File: src/rtl/sb_pkg.sv
// Shared definitions for the SB DSP block.
// Holds the port offsets, command codes, FSM state enums and the reset/ack/silence
// constants, plus the helper that converts a time constant into a period.
package sb_pkg;

    localparam int unsigned ADDR_W = 10;
    localparam int unsigned DATA_W = 8;
    localparam int unsigned CNT_W  = 24;
    localparam int unsigned REM_W  = 17;

    // Offsets of the DSP ports from the base I/O address
    localparam logic [ADDR_W-1:0] OFF_RESET  = 10'h006;
    localparam logic [ADDR_W-1:0] OFF_READ   = 10'h00A;
    localparam logic [ADDR_W-1:0] OFF_WRITE  = 10'h00C;
    localparam logic [ADDR_W-1:0] OFF_STATUS = 10'h00E;

    // DSP command codes
    localparam logic [DATA_W-1:0] CMD_SET_TC  = 8'h40;
    localparam logic [DATA_W-1:0] CMD_DMA8    = 8'h14;
    localparam logic [DATA_W-1:0] CMD_PAUSE   = 8'hD0;
    localparam logic [DATA_W-1:0] CMD_RESUME  = 8'hD4;
    localparam logic [DATA_W-1:0] CMD_SPK_ON  = 8'hD1;
    localparam logic [DATA_W-1:0] CMD_SPK_OFF = 8'hD3;
    localparam logic [DATA_W-1:0] CMD_VERSION = 8'hE1;

    localparam logic [DATA_W-1:0] TC_DEFAULT  = 8'hA6;
    localparam logic [DATA_W-1:0] RESET_ACK   = 8'hAA;
    localparam logic [DATA_W-1:0] PCM_SILENCE = 8'h80;
    localparam logic [DATA_W-1:0] VER_MAJOR   = 8'h02;
    localparam logic [DATA_W-1:0] VER_MINOR   = 8'h01;

    typedef enum logic [1:0] {
        IDLE   = 2'd0,
        TC_ARG = 2'd1,
        LEN_LO = 2'd2,
        LEN_HI = 2'd3
    } cmd_state_e;

    typedef enum logic [1:0] {
        D_IDLE = 2'd0,
        D_REQ  = 2'd1,
        D_WAIT = 2'd2
    } dma_state_e;

    // Sample period in clk cycles: clk_per_us * (256 - tc)
    function automatic logic [CNT_W-1:0] dma_period(input int unsigned clk_per_us,
                                                    input logic [DATA_W-1:0] tc);
        return CNT_W'(clk_per_us) * (CNT_W'(256) - CNT_W'(tc));
    endfunction

endpackage

File: src/rtl/sb_rate_timer.sv
// Loadable 24-bit down-counter that paces DMA requests.
// Ports: clk, rst (sync, active-high), load/load_val (reload the count),
// pause (freeze the count), expire_c (one-cycle pulse on the last count).
module sb_rate_timer
    import sb_pkg::*;
(
    input  logic             clk,
    input  logic             rst,
    input  logic             load,
    input  logic [CNT_W-1:0] load_val,
    input  logic             pause,
    output logic             expire_c
);

    logic [CNT_W-1:0] count;

    // Count down to zero, frozen while paused
    always_ff @(posedge clk) begin
        if (rst) begin
            count <= '0;
        end else if (load) begin
            count <= load_val;
        end else if (!pause && count != '0) begin
            count <= count - CNT_W'(1);
        end
    end

    // Fires in the cycle whose edge takes the count from 1 to 0
    assign expire_c = !pause && !load && (count == CNT_W'(1));

endmodule

File: src/rtl/sb_dsp.sv
// 8-bit single-cycle DMA playback core of an SB-compatible DSP.
// Ports: clk, rst (sync, active-high); ISA side addr/wdata/io_wr_stb/io_rd_stb/
// io_rd_done -> rdata/rdata_oe; DMA channel 1 dack_n -> drq; irq level;
// pcm sample with pcm_valid pulse on every captured DMA byte.
module sb_dsp
    import sb_pkg::*;
#(
    parameter int unsigned       CLK_PER_US = 50,
    parameter logic [ADDR_W-1:0] BASE       = 10'h220
) (
    input  logic              clk,
    input  logic              rst,
    input  logic [ADDR_W-1:0] addr,
    input  logic [DATA_W-1:0] wdata,
    input  logic              io_wr_stb,
    input  logic              io_rd_stb,
    input  logic              io_rd_done,
    input  logic              dack_n,
    output logic [DATA_W-1:0] rdata,
    output logic              rdata_oe,
    output logic              drq,
    output logic              irq,
    output logic [DATA_W-1:0] pcm,
    output logic              pcm_valid
);

    localparam logic [ADDR_W-1:0] A_RESET  = BASE + OFF_RESET;
    localparam logic [ADDR_W-1:0] A_READ   = BASE + OFF_READ;
    localparam logic [ADDR_W-1:0] A_WRITE  = BASE + OFF_WRITE;
    localparam logic [ADDR_W-1:0] A_STATUS = BASE + OFF_STATUS;

    cmd_state_e        cmd_state;
    dma_state_e        dma_state;
    logic [DATA_W-1:0] tc;
    logic [DATA_W-1:0] len_lo;
    logic [REM_W-1:0]  remaining;
    logic              spk;
    logic              paused;
    logic              rst_armed;

    // Two-entry read queue; last_rd is replayed when the queue is empty
    logic [DATA_W-1:0] q0, q1, last_rd;
    logic [1:0]        q_cnt;
    logic [DATA_W-1:0] q0_n, q1_n, last_n;
    logic [1:0]        cnt_n;

    logic port_wr, dma_wr, wr_reset, wr_cmd, cmd_idle;
    logic rd_data, rd_status, rd_wbuf, rd_claim;
    logic dsp_reset, capture, start, version, last_byte, irq_set;
    logic pause_cmd, resume_cmd;
    logic [DATA_W-1:0] rd_mux;
    logic [CNT_W-1:0]  period;
    logic              timer_expire_c;

    // A write strobe while DACK is low is a DMA byte, never a port access
    assign port_wr   = io_wr_stb && dack_n;
    assign dma_wr    = io_wr_stb && !dack_n;
    assign wr_reset  = port_wr && (addr == A_RESET);
    assign wr_cmd    = port_wr && (addr == A_WRITE);
    assign cmd_idle  = wr_cmd && (cmd_state == IDLE);
    assign rd_data   = io_rd_stb && (addr == A_READ);
    assign rd_status = io_rd_stb && (addr == A_STATUS);
    assign rd_wbuf   = io_rd_stb && (addr == A_WRITE);
    assign rd_claim  = rd_data || rd_status || rd_wbuf;

    assign dsp_reset  = wr_reset && !wdata[0] && rst_armed;
    assign capture    = (dma_state == D_REQ) && !paused && dma_wr;
    assign start      = wr_cmd && (cmd_state == LEN_HI);
    assign version    = cmd_idle && (wdata == CMD_VERSION);
    assign pause_cmd  = cmd_idle && (wdata == CMD_PAUSE) && (dma_state != D_IDLE);
    assign resume_cmd = cmd_idle && (wdata == CMD_RESUME);
    assign last_byte  = (remaining == REM_W'(1));
    assign irq_set    = capture && last_byte;
    assign period     = dma_period(CLK_PER_US, tc);

    // Read-back mux, sampled into rdata on the read strobe
    always_comb begin
        rd_mux = 8'h00;
        if (rd_data) begin
            rd_mux = (q_cnt != 2'd0) ? q0 : last_rd;
        end else if (rd_status) begin
            rd_mux = {q_cnt != 2'd0, 7'h7F};
        end
    end

    // Queue next state: flush, then pop, then pushes (dropped when full)
    always_comb begin
        q0_n   = q0;
        q1_n   = q1;
        cnt_n  = q_cnt;
        last_n = last_rd;
        if (dsp_reset) begin
            cnt_n = 2'd0;
        end
        if (rd_data && cnt_n != 2'd0) begin
            last_n = q0_n;
            q0_n   = q1_n;
            cnt_n  = cnt_n - 2'd1;
        end
        if (dsp_reset || version) begin
            if (cnt_n == 2'd0) begin
                q0_n  = dsp_reset ? RESET_ACK : VER_MAJOR;
                cnt_n = 2'd1;
            end else if (cnt_n == 2'd1) begin
                q1_n  = dsp_reset ? RESET_ACK : VER_MAJOR;
                cnt_n = 2'd2;
            end
        end
        if (version) begin
            if (cnt_n == 2'd0) begin
                q0_n  = VER_MINOR;
                cnt_n = 2'd1;
            end else if (cnt_n == 2'd1) begin
                q1_n  = VER_MINOR;
                cnt_n = 2'd2;
            end
        end
    end

    // Command parser, DMA sequencer, bus read side and outputs
    always_ff @(posedge clk) begin
        if (rst) begin
            cmd_state <= IDLE;
            dma_state <= D_IDLE;
            tc        <= TC_DEFAULT;
            len_lo    <= '0;
            remaining <= '0;
            spk       <= 1'b0;
            paused    <= 1'b0;
            rst_armed <= 1'b0;
            irq       <= 1'b0;
            drq       <= 1'b0;
            pcm       <= PCM_SILENCE;
            pcm_valid <= 1'b0;
            rdata     <= '0;
            rdata_oe  <= 1'b0;
            q0        <= '0;
            q1        <= '0;
            q_cnt     <= 2'd0;
            last_rd   <= '0;
        end else begin
            pcm_valid <= 1'b0;
            q0        <= q0_n;
            q1        <= q1_n;
            q_cnt     <= cnt_n;
            last_rd   <= last_n;

            if (wr_reset) begin
                rst_armed <= wdata[0];
            end

            if (io_rd_done) begin
                rdata_oe <= 1'b0;
            end
            if (rd_claim) begin
                rdata_oe <= 1'b1;
                rdata    <= rd_mux;
            end

            // A new interrupt beats a simultaneous status-read acknowledge
            if (irq_set) begin
                irq <= 1'b1;
            end else if (rd_status || dsp_reset) begin
                irq <= 1'b0;
            end

            if (capture) begin
                pcm       <= spk ? wdata : PCM_SILENCE;
                pcm_valid <= 1'b1;
            end

            if (dsp_reset) begin
                cmd_state <= IDLE;
                tc        <= TC_DEFAULT;
                spk       <= 1'b0;
            end else if (wr_cmd) begin
                case (cmd_state)
                    IDLE: begin
                        case (wdata)
                            CMD_SET_TC:  cmd_state <= TC_ARG;
                            CMD_DMA8:    cmd_state <= LEN_LO;
                            CMD_SPK_ON:  spk       <= 1'b1;
                            CMD_SPK_OFF: spk       <= 1'b0;
                            default: ;
                        endcase
                    end
                    TC_ARG: begin
                        tc        <= wdata;
                        cmd_state <= IDLE;
                    end
                    LEN_LO: begin
                        len_lo    <= wdata;
                        cmd_state <= LEN_HI;
                    end
                    LEN_HI:  cmd_state <= IDLE;
                    default: cmd_state <= IDLE;
                endcase
            end

            if (dsp_reset) begin
                dma_state <= D_IDLE;
                drq       <= 1'b0;
                paused    <= 1'b0;
                remaining <= '0;
            end else if (start) begin
                // Length byte pair encodes count-1, so 0000h means one byte
                dma_state <= D_REQ;
                drq       <= 1'b1;
                paused    <= 1'b0;
                remaining <= REM_W'({wdata, len_lo}) + REM_W'(1);
            end else begin
                case (dma_state)
                    D_REQ: begin
                        if (capture) begin
                            drq       <= 1'b0;
                            remaining <= remaining - REM_W'(1);
                            dma_state <= last_byte ? D_IDLE : D_WAIT;
                        end
                    end
                    D_WAIT: begin
                        if (timer_expire_c) begin
                            dma_state <= D_REQ;
                            drq       <= 1'b1;
                        end
                    end
                    default: ;
                endcase
                // Pause/resume placed last so they win over a same-cycle expiry
                if (pause_cmd) begin
                    paused <= 1'b1;
                    drq    <= 1'b0;
                end else if (resume_cmd) begin
                    paused <= 1'b0;
                    drq    <= (dma_state == D_REQ);
                end
            end
        end
    end

    sb_rate_timer u_timer (
        .clk      (clk),
        .rst      (rst),
        .load     (capture),
        .load_val (period),
        .pause    (paused),
        .expire_c (timer_expire_c)
    );

endmodule

File: config.mk
export PLATFORM = sky130hd
export DESIGN_NAME = sb_dsp
export DESIGN_NICKNAME = d
export VERILOG_FILES = /design/src/rtl/sb_pkg.sv /design/src/rtl/sb_rate_timer.sv /design/src/rtl/sb_dsp.sv
export SDC_FILE = /design/constraint.sdc
export NUM_CORES = 1
export LEC_CHECK = 0
export ABC_AREA = 1
export CAP_MARGIN = 30
export CORE_UTILIZATION = 58
export DETAILED_ROUTE_END_ITERATION = 10
export PLACE_DENSITY = 0.82
export SYNTH_ARGS = -nofsm -noshare
export SYNTH_HDL_FRONTEND = slang
export SYNTH_HIERARCHICAL = 1
export SYNTH_SLANG_ARGS = --single-unit
File: constraint.sdc
create_clock -name clk -period 4 [get_ports clk]
set_clock_uncertainty 0.05 [all_clocks]
set_input_delay 0.8 -clock clk [delete_from_list [all_inputs] [get_ports clk]]
set_output_delay 0.8 -clock clk [all_outputs]
set_load 0.01 [all_outputs]
==> key figures <==
Outcome
  – Status: complete, no violations

Logic synthesis
  – Synth Flop Type: dfxtp_1
  – Post-Syn Area per Cell: 6.79 µm²
  – Seq/Total Area, Yosys: 28.9%
  – Adder-Cell Fraction of Synth Area: 8.10%
  – Top post-synthesis cells by count: nand2_1, inv_1, nor2_1
  – Post-Syn Instances: 1124
  – Leading post-synthesis cells by cell area: dfxtp_1, nand2_1, ha_1, inv_1, nor2_1
  – Yosys top cell by area: dfxtp_1
  – EDFF count, synth: 0
  – Synth unique cells: 53
  – FFs w/ async S/R, synth: 0%
  – #FFs+latches synth: 110
  – Count leader, synth: nand2_1
  – Synth warn: 6
  – Main combinational cell family by area after synthesis: simple AND/OR/NAND/NOR gates
  – Mux cell area share after synthesis: 0.131%
  – Xor-xnor portion of the synthesized cell area: 4.13%
  – Netlist Area Pre-Place: 7630 µm²
  – Simple-Gate Fraction of Synth Area: 37.6%
  – Synth Area in Compound Gates: 12.0%
  – Post-synth top area share: 28.9%

Critical path
  – Critical path startpoint: tc[0]
  – Class of the most critical setup path: flop to flop
  – Crit path capture type: flop
  – Data required time of the critical path: 4.20 ns
  – CP Launch Type: flop
  – Crit-path slowest cell: fa_1
  – R2r setup slk: 0.22 ns
  – Cell depth of the worst flop-to-flop path: 23
  – Crit-path max cell delay: 0.52 ns
  – Cell Chain, Critical Path: inv_1, ha_1, nand2_1, xor2_1, inv_1, ha_1, ha_1, inv_1, fa_1, inv_1, ha_1, nand3_1, nand3_1, nand2_1, nand2_1, a21oi_2, o21ai_1, a21oi_1, o21ai_0, nand2_1, nand3_1, nand2_1, inv_1
  – Critical Path End: u_timer/count[15]
  – WP data arrival: 3.99 ns
  – Crit path buf inv count: 5
  – Reg2reg start: tc[0]
  – Delay-heaviest family, CP: adder cells
  – WP depth: 23
  – Worst Path Max Fanout: 5
  – Reg-to-Reg End: u_timer/count[15]

Route
  – Routed WL: 18400 µm
  – Drt via density: 5.36
  – Drt first-iter violations: 583
  – Antenna Nets Post-Route: 0
  – Wire length per cell: 13.6 µm
  – Vias: 7257
  – DRC Markers: 0
  – Pre-antenna DRT Iters: 5

Global routing
  – GRT met1 Usage: 38.1%
  – Pin count of the biggest net entering global routing: 32
  – First-pass GRT wire length: 30100 µm
  – Global routing's busiest layer: met2
  – Gr usage total: 28.1%
  – GR met2 Demand/Resource: 45.8%
  – Gr ovfl total: 0
  – Vias in the first global route: 6441
  – Met3 Use GR: 5.24%
  – Antenna violations before repair: 0

Power
  – Logic gate share of total power: 42.6%
  – Leak: 3.95 nW
  – Pwr Density: 444 nW/µm²
  – Clock share of power: 22.1%
  – Worst VDD drop: 0.253 mV
  – Tot Pwr: 3.81 mW
  – Psw: 1.62 mW
  – Sw Ratio: 42.5%
  – Int Power: 2.19 mW
  – Seq pwr share: 35.3%

Floorplanning
  – Initial Util: 60.0%
  – Core area: 12700 µm²
  – Std cell rows: 41
  – Die height: 117 µm
  – Die X: 117 µm
  – Area of the die: 13600 µm²
  – IO Pins: 44

Layout
  – Area grow syn2layout: 12.5%
  – Layout Nets: 1250
  – # diodes: 0
  – Fill count: 1179
  – Final instance area: 8580 µm²
  – Post-Layout Cell Count: 1355
  – Share of cells above drive strength 1: 11.4%

Timing
  – Slew @ Worst Pin: 0.762 ns
  – Worst slew margin: 48.8%
  – # setup viols final: 0
  – Post-layout worst setup margin: 0.215 ns
  – Final min period: 3.78 ns
  – Final hold vios: 0
  – Post-route clock period utilization: 94.6%
  – Max-slew violations: 0
  – Maximum clock frequency: 0.264 GHz

Clock tree
  – Num CTS Buffers: 9
  – CTS tree: built
  – Max Buffers Root-to-Sink: 2
  – Clk root buf: clkbuf_16
  – H-tree level count: 3
  – Skew-Pair Late Insertion Delay: 0.36 ns
  – Clock sink total: 110
  – Reg clk slew, reported paths: 0.07 ns
  – Hold Buf Count CTS: 0

Placed design
  – I/O Buffers: 43
  – Setup WS pre-CTS: 0.0411 ns
  – Cell Count Post-Placement: 1339
  – HPWL Detailed: 13500 µm
  – Global placement routability congestion: 0.941
  – Placed cell area: 8300 µm²

Run
  – Max-Cap Viols: 0

Hold path
  – Hold WC Path Type: flop to flop
  – Hold depth: 2
[flip-flops by register name, indices dropped and copies added (netlist names)]
signal and flops:
cmd_state 2, dma_state 2, drq 1, irq 1, last_rd 8, len_lo 8, paused 1, pcm 8
pcm_valid 1, q0 8, q1 8, q_cnt 2, rdata 8, rdata_oe 1, remaining 17, rst_armed 1
spk 1, tc 8, u_timer/count 24
[final cells by class]
type / instances / area, µm² / area share [%]
multi-input combinational: 849 / 4770 / 55.6
sequential: 110 / 2210 / 25.7
timing repair buffer: 61 / 566 / 6.59
inverter: 148 / 563 / 6.56
clock buffer: 11 / 233 / 2.71
tap: 172 / 215 / 2.51
clock inverter: 4 / 30.0 / 0.350
[cells in the final DEF (no fill, tap or decap), types with 10 or more instances in the layout]
cell type	n
o21ai_0	58
nand4_1	13
nand3_1	92
inv_2	12
nand2_2	14
clkdlybuf4s50_1	43
xor2_1	25
nor2_4	15
inv_1	133
nor2_1	133
buf_4	18
a21oi_1	70
nand2_1	254
xnor2_1	11
dfxtp_1	108
ha_1	43
nor2_2	22
nor3_1	10
[timing repair]
action	4_1_cts	5_1_grt
resized for setup	0	6
setup buffers	0	1
setup endpoints to repair	0	4
[power by group through the flow]
stage	logic, mW	registers (mW)	clock network (mW)
floorplan	1.31	1.33	0
detailed placement	1.59	1.37	0
global placement	1.55	1.36	0
global route	1.83	1.36	0.900
CTS	1.60	1.34	0.858
finish	1.62	1.35	0.840
[routing by layer]
metal / wire length [µm] / vias up / share of wire (%)
met5: 0 / - / 0
met4: 259 / 0 / 1.4
met3: 1270 / 23 / 6.9
met2: 8440 / 259 / 46
met1: 8420 / 3252 / 46
li1: - / 3723 / -
[through the flow]
stage | hold slack, ns | TNS [ns] | utilization, %
after CTS | 0.415 | 0 | 67.3
after detailed placement | 0.398 | 0 | 65.2
after global routing | 0.442 | -0.0692 | 67.5
after global placement | 0.399 | 0 | 65.2
after floorplan | 0.379 | 0 | -
final | 0.414 | 0 | 67.5
[cells by family (layout without fill, tap and decap cells)]
family / after synthesis / count (layout)
AOI/OAI and AO/OA: 163 / 163
DFF: 110 / 110
muxes: 1 / 1
buffers and inverters: 173 / 224
adders and majority gates: 47 / 47
other: 1 / 9
and+or+nand+nor: 593 / 593
xor gates and xnor gates: 36 / 36
[worst min-delay path, cell delays in order, from the launching register on]
cell,delay [ns]
dfxtp_1,0.30
inv_1,0.07
nor3_2,0.05
[worst min-delay path by stage]
| stage | start | endpoint | slack [ns] |
|---|---|---|---|
| after floorplan | q1[3] | q1[3] | 0.38 |
| after global placement | q1[5] | q1[5] | 0.40 |
| after detailed placement | q1[5] | q1[5] | 0.40 |
| after CTS | q1[5] | q1[5] | 0.42 |
| after global routing | q1[2] | q1[2] | 0.44 |
| final | q1[3] | q1[3] | 0.41 |
No activity file was read; power rests on OpenSTA's default activity.
